**src/rtl/accellant_uart_pkg.sv**
```systemverilog
// Shared UART definitions: FSM state encoding, baud divisor helper and frame constants.
// The PARITY state exists only when UART_TX_PARITY_EN is defined.
package accellant_uart_pkg;

  localparam int UART_DATA_BITS = 8;

  typedef enum logic [2:0] {
    IDLE   = 3'd0,
    START  = 3'd1,
    DATA   = 3'd2,
`ifdef UART_TX_PARITY_EN
    PARITY = 3'd3,
`endif
    STOP   = 3'd4
  } uart_tx_state_t;

  // Rounded clk cycles per bit.
  function automatic int calc_div(input int clk_hz, input int baud);
    return (clk_hz + baud / 2) / baud;
  endfunction

endpackage

```
**src/rtl/uart_tx_fifo.sv**
```systemverilog
// Single-clock byte FIFO with registered read data (valid the cycle after pop).
// Overflow and underflow are impossible: push is ignored when full, pop when empty.
module uart_tx_fifo #(
  parameter int DEPTH = 8,
  parameter int WIDTH = 8
) (
  input  logic                         clk,
  input  logic                         rst,
  input  logic                         push,
  input  logic [WIDTH-1:0]             wr_data,
  input  logic                         pop,
  output logic [WIDTH-1:0]             rd_data,
  output logic                         full,
  output logic                         empty,
  output logic [$clog2(DEPTH+1)-1:0]   level
);

  localparam int AW = $clog2(DEPTH);
  localparam int LW = $clog2(DEPTH + 1);

  logic [WIDTH-1:0] mem [DEPTH];
  logic [AW-1:0]    wr_ptr;
  logic [AW-1:0]    rd_ptr;
  logic             do_push;
  logic             do_pop;

  assign full    = (level == LW'(DEPTH));
  assign empty   = (level == '0);
  assign do_push = push && !full;
  assign do_pop  = pop && !empty;

  always_ff @(posedge clk) begin
    if (do_push) mem[wr_ptr] <= wr_data;
  end

  // Pointers wrap naturally because DEPTH is a power of two.
  always_ff @(posedge clk or negedge rst) begin
    if (!rst) begin
      wr_ptr  <= '0;
      rd_ptr  <= '0;
      level   <= '0;
      rd_data <= '0;
    end else begin
      if (do_push) wr_ptr <= wr_ptr + 1'b1;
      if (do_pop) begin
        rd_ptr  <= rd_ptr + 1'b1;
        rd_data <= mem[rd_ptr];
      end
      case ({do_push, do_pop})
        2'b10:   level <= level + 1'b1;
        2'b01:   level <= level - 1'b1;
        default: level <= level;
      endcase
    end
  end

endmodule

```
**src/rtl/uart_tx_stream.sv**
```systemverilog
// Stream-fed UART transmitter: valid/ready byte input, FIFO buffer, 8N1 serial output.
// Define UART_TX_PARITY_EN to add an even parity bit (8E1 frames).
module uart_tx_stream #(
  parameter int CLK_FREQ_HZ = 100_000_000,
  parameter int BAUD        = 115200,
  parameter int FIFO_DEPTH  = 8
) (
  input  logic                              clk,
  input  logic                              rst,
  input  logic                              in_valid,
  input  logic [7:0]                        in_data,
  output logic                              in_ready,
  output logic                              tx,
  output logic                              busy,
  output logic [$clog2(FIFO_DEPTH+1)-1:0]   fifo_level
);

  import accellant_uart_pkg::*;

  localparam int DIV = calc_div(CLK_FREQ_HZ, BAUD);
  localparam int CW  = (DIV > 1) ? $clog2(DIV) : 1;

  if (DIV < 2) begin : g_bad_div
    $error("uart_tx_stream: CLK_FREQ_HZ/BAUD gives fewer than 2 cycles per bit");
  end
  if (FIFO_DEPTH < 2 || (FIFO_DEPTH & (FIFO_DEPTH - 1)) != 0) begin : g_bad_depth
    $error("uart_tx_stream: FIFO_DEPTH must be a power of two >= 2");
  end

  uart_tx_state_t state;
  logic [CW-1:0]  baud_cnt;
  logic [2:0]     bit_cnt;
  logic [7:0]     shift_reg;
  logic           ready_en;
  logic           push;
  logic           pop;
  logic           baud_end;
  logic           fifo_full;
  logic           fifo_empty;
  logic [7:0]     fifo_rd_data;
`ifdef UART_TX_PARITY_EN
  logic           parity_bit;
`endif

  // Holds in_ready low through reset and releases it on the first edge after.
  always_ff @(posedge clk or negedge rst) begin
    if (!rst) ready_en <= 1'b0;
    else      ready_en <= 1'b1;
  end

  assign in_ready = ready_en && !fifo_full;
  assign push     = in_valid && in_ready;
  assign baud_end = (baud_cnt == CW'(DIV - 1));
  assign busy     = !fifo_empty || (state != IDLE);

  always_comb begin
    pop = 1'b0;
    case (state)
      IDLE:    pop = !fifo_empty;
      STOP:    pop = baud_end && !fifo_empty;
      default: pop = 1'b0;
    endcase
  end

  uart_tx_fifo #(
    .DEPTH (FIFO_DEPTH),
    .WIDTH (8)
  ) u_fifo (
    .clk     (clk),
    .rst     (rst),
    .push    (push),
    .wr_data (in_data),
    .pop     (pop),
    .rd_data (fifo_rd_data),
    .full    (fifo_full),
    .empty   (fifo_empty),
    .level   (fifo_level)
  );

  // tx follows the state one cycle late; the popped byte lands in shift_reg on
  // the first START cycle, when the FIFO's registered read data is valid.
  always_ff @(posedge clk or negedge rst) begin
    if (!rst) begin
      state      <= IDLE;
      baud_cnt   <= '0;
      bit_cnt    <= '0;
      shift_reg  <= '0;
      tx         <= 1'b1;
`ifdef UART_TX_PARITY_EN
      parity_bit <= 1'b0;
`endif
    end else begin
      case (state)
        START:   tx <= 1'b0;
        DATA:    tx <= shift_reg[0];
`ifdef UART_TX_PARITY_EN
        PARITY:  tx <= parity_bit;
`endif
        default: tx <= 1'b1;
      endcase

      case (state)
        IDLE: begin
          if (!fifo_empty) begin
            baud_cnt <= '0;
            bit_cnt  <= '0;
            state    <= START;
          end
        end
        START: begin
          if (baud_cnt == '0) begin
            shift_reg  <= fifo_rd_data;
`ifdef UART_TX_PARITY_EN
            parity_bit <= ^fifo_rd_data;
`endif
          end
          if (baud_end) begin
            baud_cnt <= '0;
            state    <= DATA;
          end else begin
            baud_cnt <= baud_cnt + 1'b1;
          end
        end
        DATA: begin
          if (baud_end) begin
            baud_cnt  <= '0;
            shift_reg <= shift_reg >> 1;
            bit_cnt   <= bit_cnt + 1'b1;
            if (bit_cnt == 3'(UART_DATA_BITS - 1)) begin
`ifdef UART_TX_PARITY_EN
              state <= PARITY;
`else
              state <= STOP;
`endif
            end
          end else begin
            baud_cnt <= baud_cnt + 1'b1;
          end
        end
`ifdef UART_TX_PARITY_EN
        PARITY: begin
          if (baud_end) begin
            baud_cnt <= '0;
            state    <= STOP;
          end else begin
            baud_cnt <= baud_cnt + 1'b1;
          end
        end
`endif
        STOP: begin
          if (baud_end) begin
            baud_cnt <= '0;
            bit_cnt  <= '0;
            state    <= fifo_empty ? IDLE : START;
          end else begin
            baud_cnt <= baud_cnt + 1'b1;
          end
        end
        default: state <= IDLE;
      endcase
    end
  end

endmodule

```
**config.mk**
```make
export PLATFORM = sky130hd
export DESIGN_NAME = uart_tx_stream
export DESIGN_NICKNAME = d
export VERILOG_FILES = /design/src/rtl/accellant_uart_pkg.sv /design/src/rtl/uart_tx_fifo.sv /design/src/rtl/uart_tx_stream.sv
export SDC_FILE = /design/constraint.sdc
export NUM_CORES = 1
export LEC_CHECK = 0
export ABC_AREA = 1
export CORE_MARGIN = 2
export CORE_UTILIZATION = 30
export CTS_CLUSTER_SIZE = 28
export DETAILED_ROUTE_END_ITERATION = 8
export GPL_TIMING_DRIVEN = 0
export SLEW_MARGIN = 20
export SYNTH_ARGS = -nofsm -noshare
export SYNTH_HDL_FRONTEND = slang
export SYNTH_HIERARCHICAL = 1
export SYNTH_SLANG_ARGS = --single-unit
```
**constraint.sdc**
```tcl
create_clock -name clk -period 2.75 [get_ports clk]
set_input_delay 0.55 -clock clk [delete_from_list [all_inputs] [get_ports clk]]
set_output_delay 0.55 -clock clk [all_outputs]
set_load 0.05 [all_outputs]
```
==> flow_metrics.tcl <==
set metrics [dict create \
    outcome "complete, no violations" \
    htree_levels 3 \
    grt_antenna_before_repair 0 \
    grt_pass1_wl_mm 17.8 \
    first_pass_iters 4 \
    place_inst 819 \
    grtUsageMet3_pct 3.39 \
    slowest_stage "dfrtp_1" \
    worst-slew-pin-transition_ns 0.978 \
    grtUsageMet2_pct 21.2 \
    grt_max_degree 32 \
    avgSynthCellArea_um2 9.10 \
    final.period_utilization_pct 92.7 \
    synth_edf_count 64 \
    num_vias 3696 \
    cap_violations 0 \
    root_buffer "clkbuf_16" \
    dp_hpwl_mm 7.20 \
    drtIter0Drc 296 \
    fp.dieArea_um2 18500 \
    grtUsageMet1_pct 15.5 \
    crit_path_start "baud_cnt[1]$_DFFE_PN0P_" \
    die_w_um 136 \
    r2r-start "baud_cnt[1]$_DFFE_PN0P_" \
    ys_warn_count 6 \
    synth_async_sr_flop_share_pct 40.7 \
    routed_wl_mm 10.9 \
    finClkSkew_ns 0.00576 \
    arrival_ns 2.84 \
    slew_violations 0 \
    insertion_delay_ns 0.36 \
    grt-busiest-layer "met2" \
    cpMostUsedCell "nand2_1" \
    clk_pin_slew_ns 0.07 \
    netlist_top_cells_area "edfxtp_1 (37%), dfrtp_1 (21%), nand2_1 (15%)" \
    crit_chain "ha_2 > nand3_1 > nor2_4 > nand4_1 > nand2_1 > nand2_4 > inv_2 > buf_6 > ha_2 > ha_1 > or2_2 > nand2_1 > nand3_1 > nand2_1 > nand2_1 > nand2_1" \
    setup_violations 0 \
    required_ns 3.04 \
    hold_buffers 0 \
    rows 48 \
    synth_cells 576 \
    place_ws_ns -0.0226 \
    power_w 0.00637 \
    hold_class "input port to async pin" \
    r2r_cells 16 \
    first_global_vias 3543 \
    final_hold_viol_count 0 \
    reg.largest.list "u_fifo/mem x64, baud_cnt x10" \
    crit_path_start_kind "flop" \
    core_area_um2 17200 \
    netlist-cell-type-count 32 \
    synth_seq_area_share_pct 57.7 \
    layout-drive-gt1-share_pct 12.8 \
    cp.depth 16 \
    power.leakage_nw 2.80 \
    final_cell_mix "nand2_1 (208), inv_1 (75), nand3_1 (67)" \
    final_common_cell "nand2_1" \
    end_kind "flop" \
    worstPathBufferInverterCount 2 \
    setup_ws_ns 0.200 \
    critPathTopFamily "simple AND/OR/NAND/NOR gates" \
    final_cells 836 \
    min_period_ns 2.55 \
    slowest_delay_ns 0.37 \
    rsz0062_at_grt "false" \
    synth_top_area_share_pct 36.7 \
    num_io_pins 18 \
    start_util_pct 30.5 \
    diodes 0 \
    synth-main-ff-cell "edfxtp_1" \
    regMostFlops "u_fifo/mem" \
    yosys.area.top_type "edfxtp_1" \
    port_buffers 17 \
    gp_congestion 0.775 \
    crit_type "flop to flop" \
    cts_made_buffers 9 \
    ant_nets 0 \
    worst-path-max-fanout 10 \
    maxSlewHeadroom_pct 34.5 \
    cts_tree "built" \
    max_freq_mhz 392 \
    powerDensity_nw_per_um2 1060 \
    viasPerCell 4.42 \
    wl_per_cell_um 13.0 \
    netlist_area_um2 5240 \
    nets 627 \
    drcViolationCount 0 \
    vdd_drop_max_mv 0.460 \
    syn-num-nets 597 \
    synth_seq_cells 108 \
    track_usage_pct 12.7 \
    clkSinkCount 108 \
    whs_ns 0.0934 \
    largest_reg_flops 64 \
    cts_buffer_depth 2 \
    die_y_um 136 \
    area_growth_pct 14.8 \
    grt.overflow.total 0 \
]
==> path summary, 6_finish.rpt <==
check | end | slack (ns)
max | u_fifo/level[3]$_DFFE_PN0P_ | 0.20
min | baud_cnt[7]$_DFFE_PN0P_ | 0.09
max reg2reg | u_fifo/level[3]$_DFFE_PN0P_ | 0.20
min reg2reg | shift_reg[5]$_DFFE_PN0P_ | 0.48
max in group asynchronous | tx$_DFF_PN1_ | 2.10
min in group clk | shift_reg[5]$_DFFE_PN0P_ | 0.48
==> stage by stage <==
step / area, µm² / setup TNS, ns / util, %
after CTS: 5990 / 0 / 34.9
after floorplan: 5240 / 0 / -
after global routing: 6010 / 0 / 35.0
after global placement: 5690 / -6.83 / 33.1
final: 6010 / 0 / 35.0
after detailed placement: 5710 / -0.176 / 33.2
==> metal layers <==
metal	vias up	wire [µm]
li1	1892	-
met1	1718	4830
met2	70	5230
met3	16	593
met4	0	215
met5	-	0
==> where the power goes <==
group	internal, W	total [W]	switching [W]
clock	0.000635	0.00125	0.000613
sequential	0.00206	0.00226	0.000199
combinational	0.000960	0.00286	0.00190
total	0.00366	0.00637	0.00271
==> worst reg2reg max path: cells and delay by family, from the launching register on <==
kind                     cells  cell delay, ns
adder cells (fa/ha/maj)      3            0.68
buffers and inverters        2            0.25
flip-flops                   1            0.37
AND/OR/NAND/NOR             11            1.19
==> kinds of logic after synthesis <==
family | count (synthesis) | share of synthesized area [%]
xor+xnor | 4 | 0.669
simple gates | 337 | 29.2
other cells | 1 | 0.0716
buf+inv | 103 | 8.36
flops | 108 | 57.7
fa+ha+maj | 10 | 2.53
compound gates | 13 | 1.46
==> cell type report <==
cell class              count  area [µm²]
repair buffers             19         193
clock inverters             6        53.8
flip-flops and latches    108        3030
multi-input cells         365        1790
plain buffers              14         104
fillers                  1797       11200
well taps                 225         282
clock buffers              10         229
inverters                  89         334
==> Yosys cell counts, types with 5 or more instances <==
cell        n
nor2_1     19
inv_1      75
nand3_1    67
nand2_1   208
buf_6       5
buf_2       8
inv_2      13
o21ai_0     5
o21ai_1     7
nand4_1    15
nor2_2      5
nand2_2     8
edfxtp_1   64
ha_1        9
dfrtp_1    43
==> what timing repair did <==
action,4_1_cts,5_1_grt
gates resized for setup,0,7
setup endpoints to repair,0,2
setup buffers,0,1
Note: power is estimated with default switching activity, not from simulation.
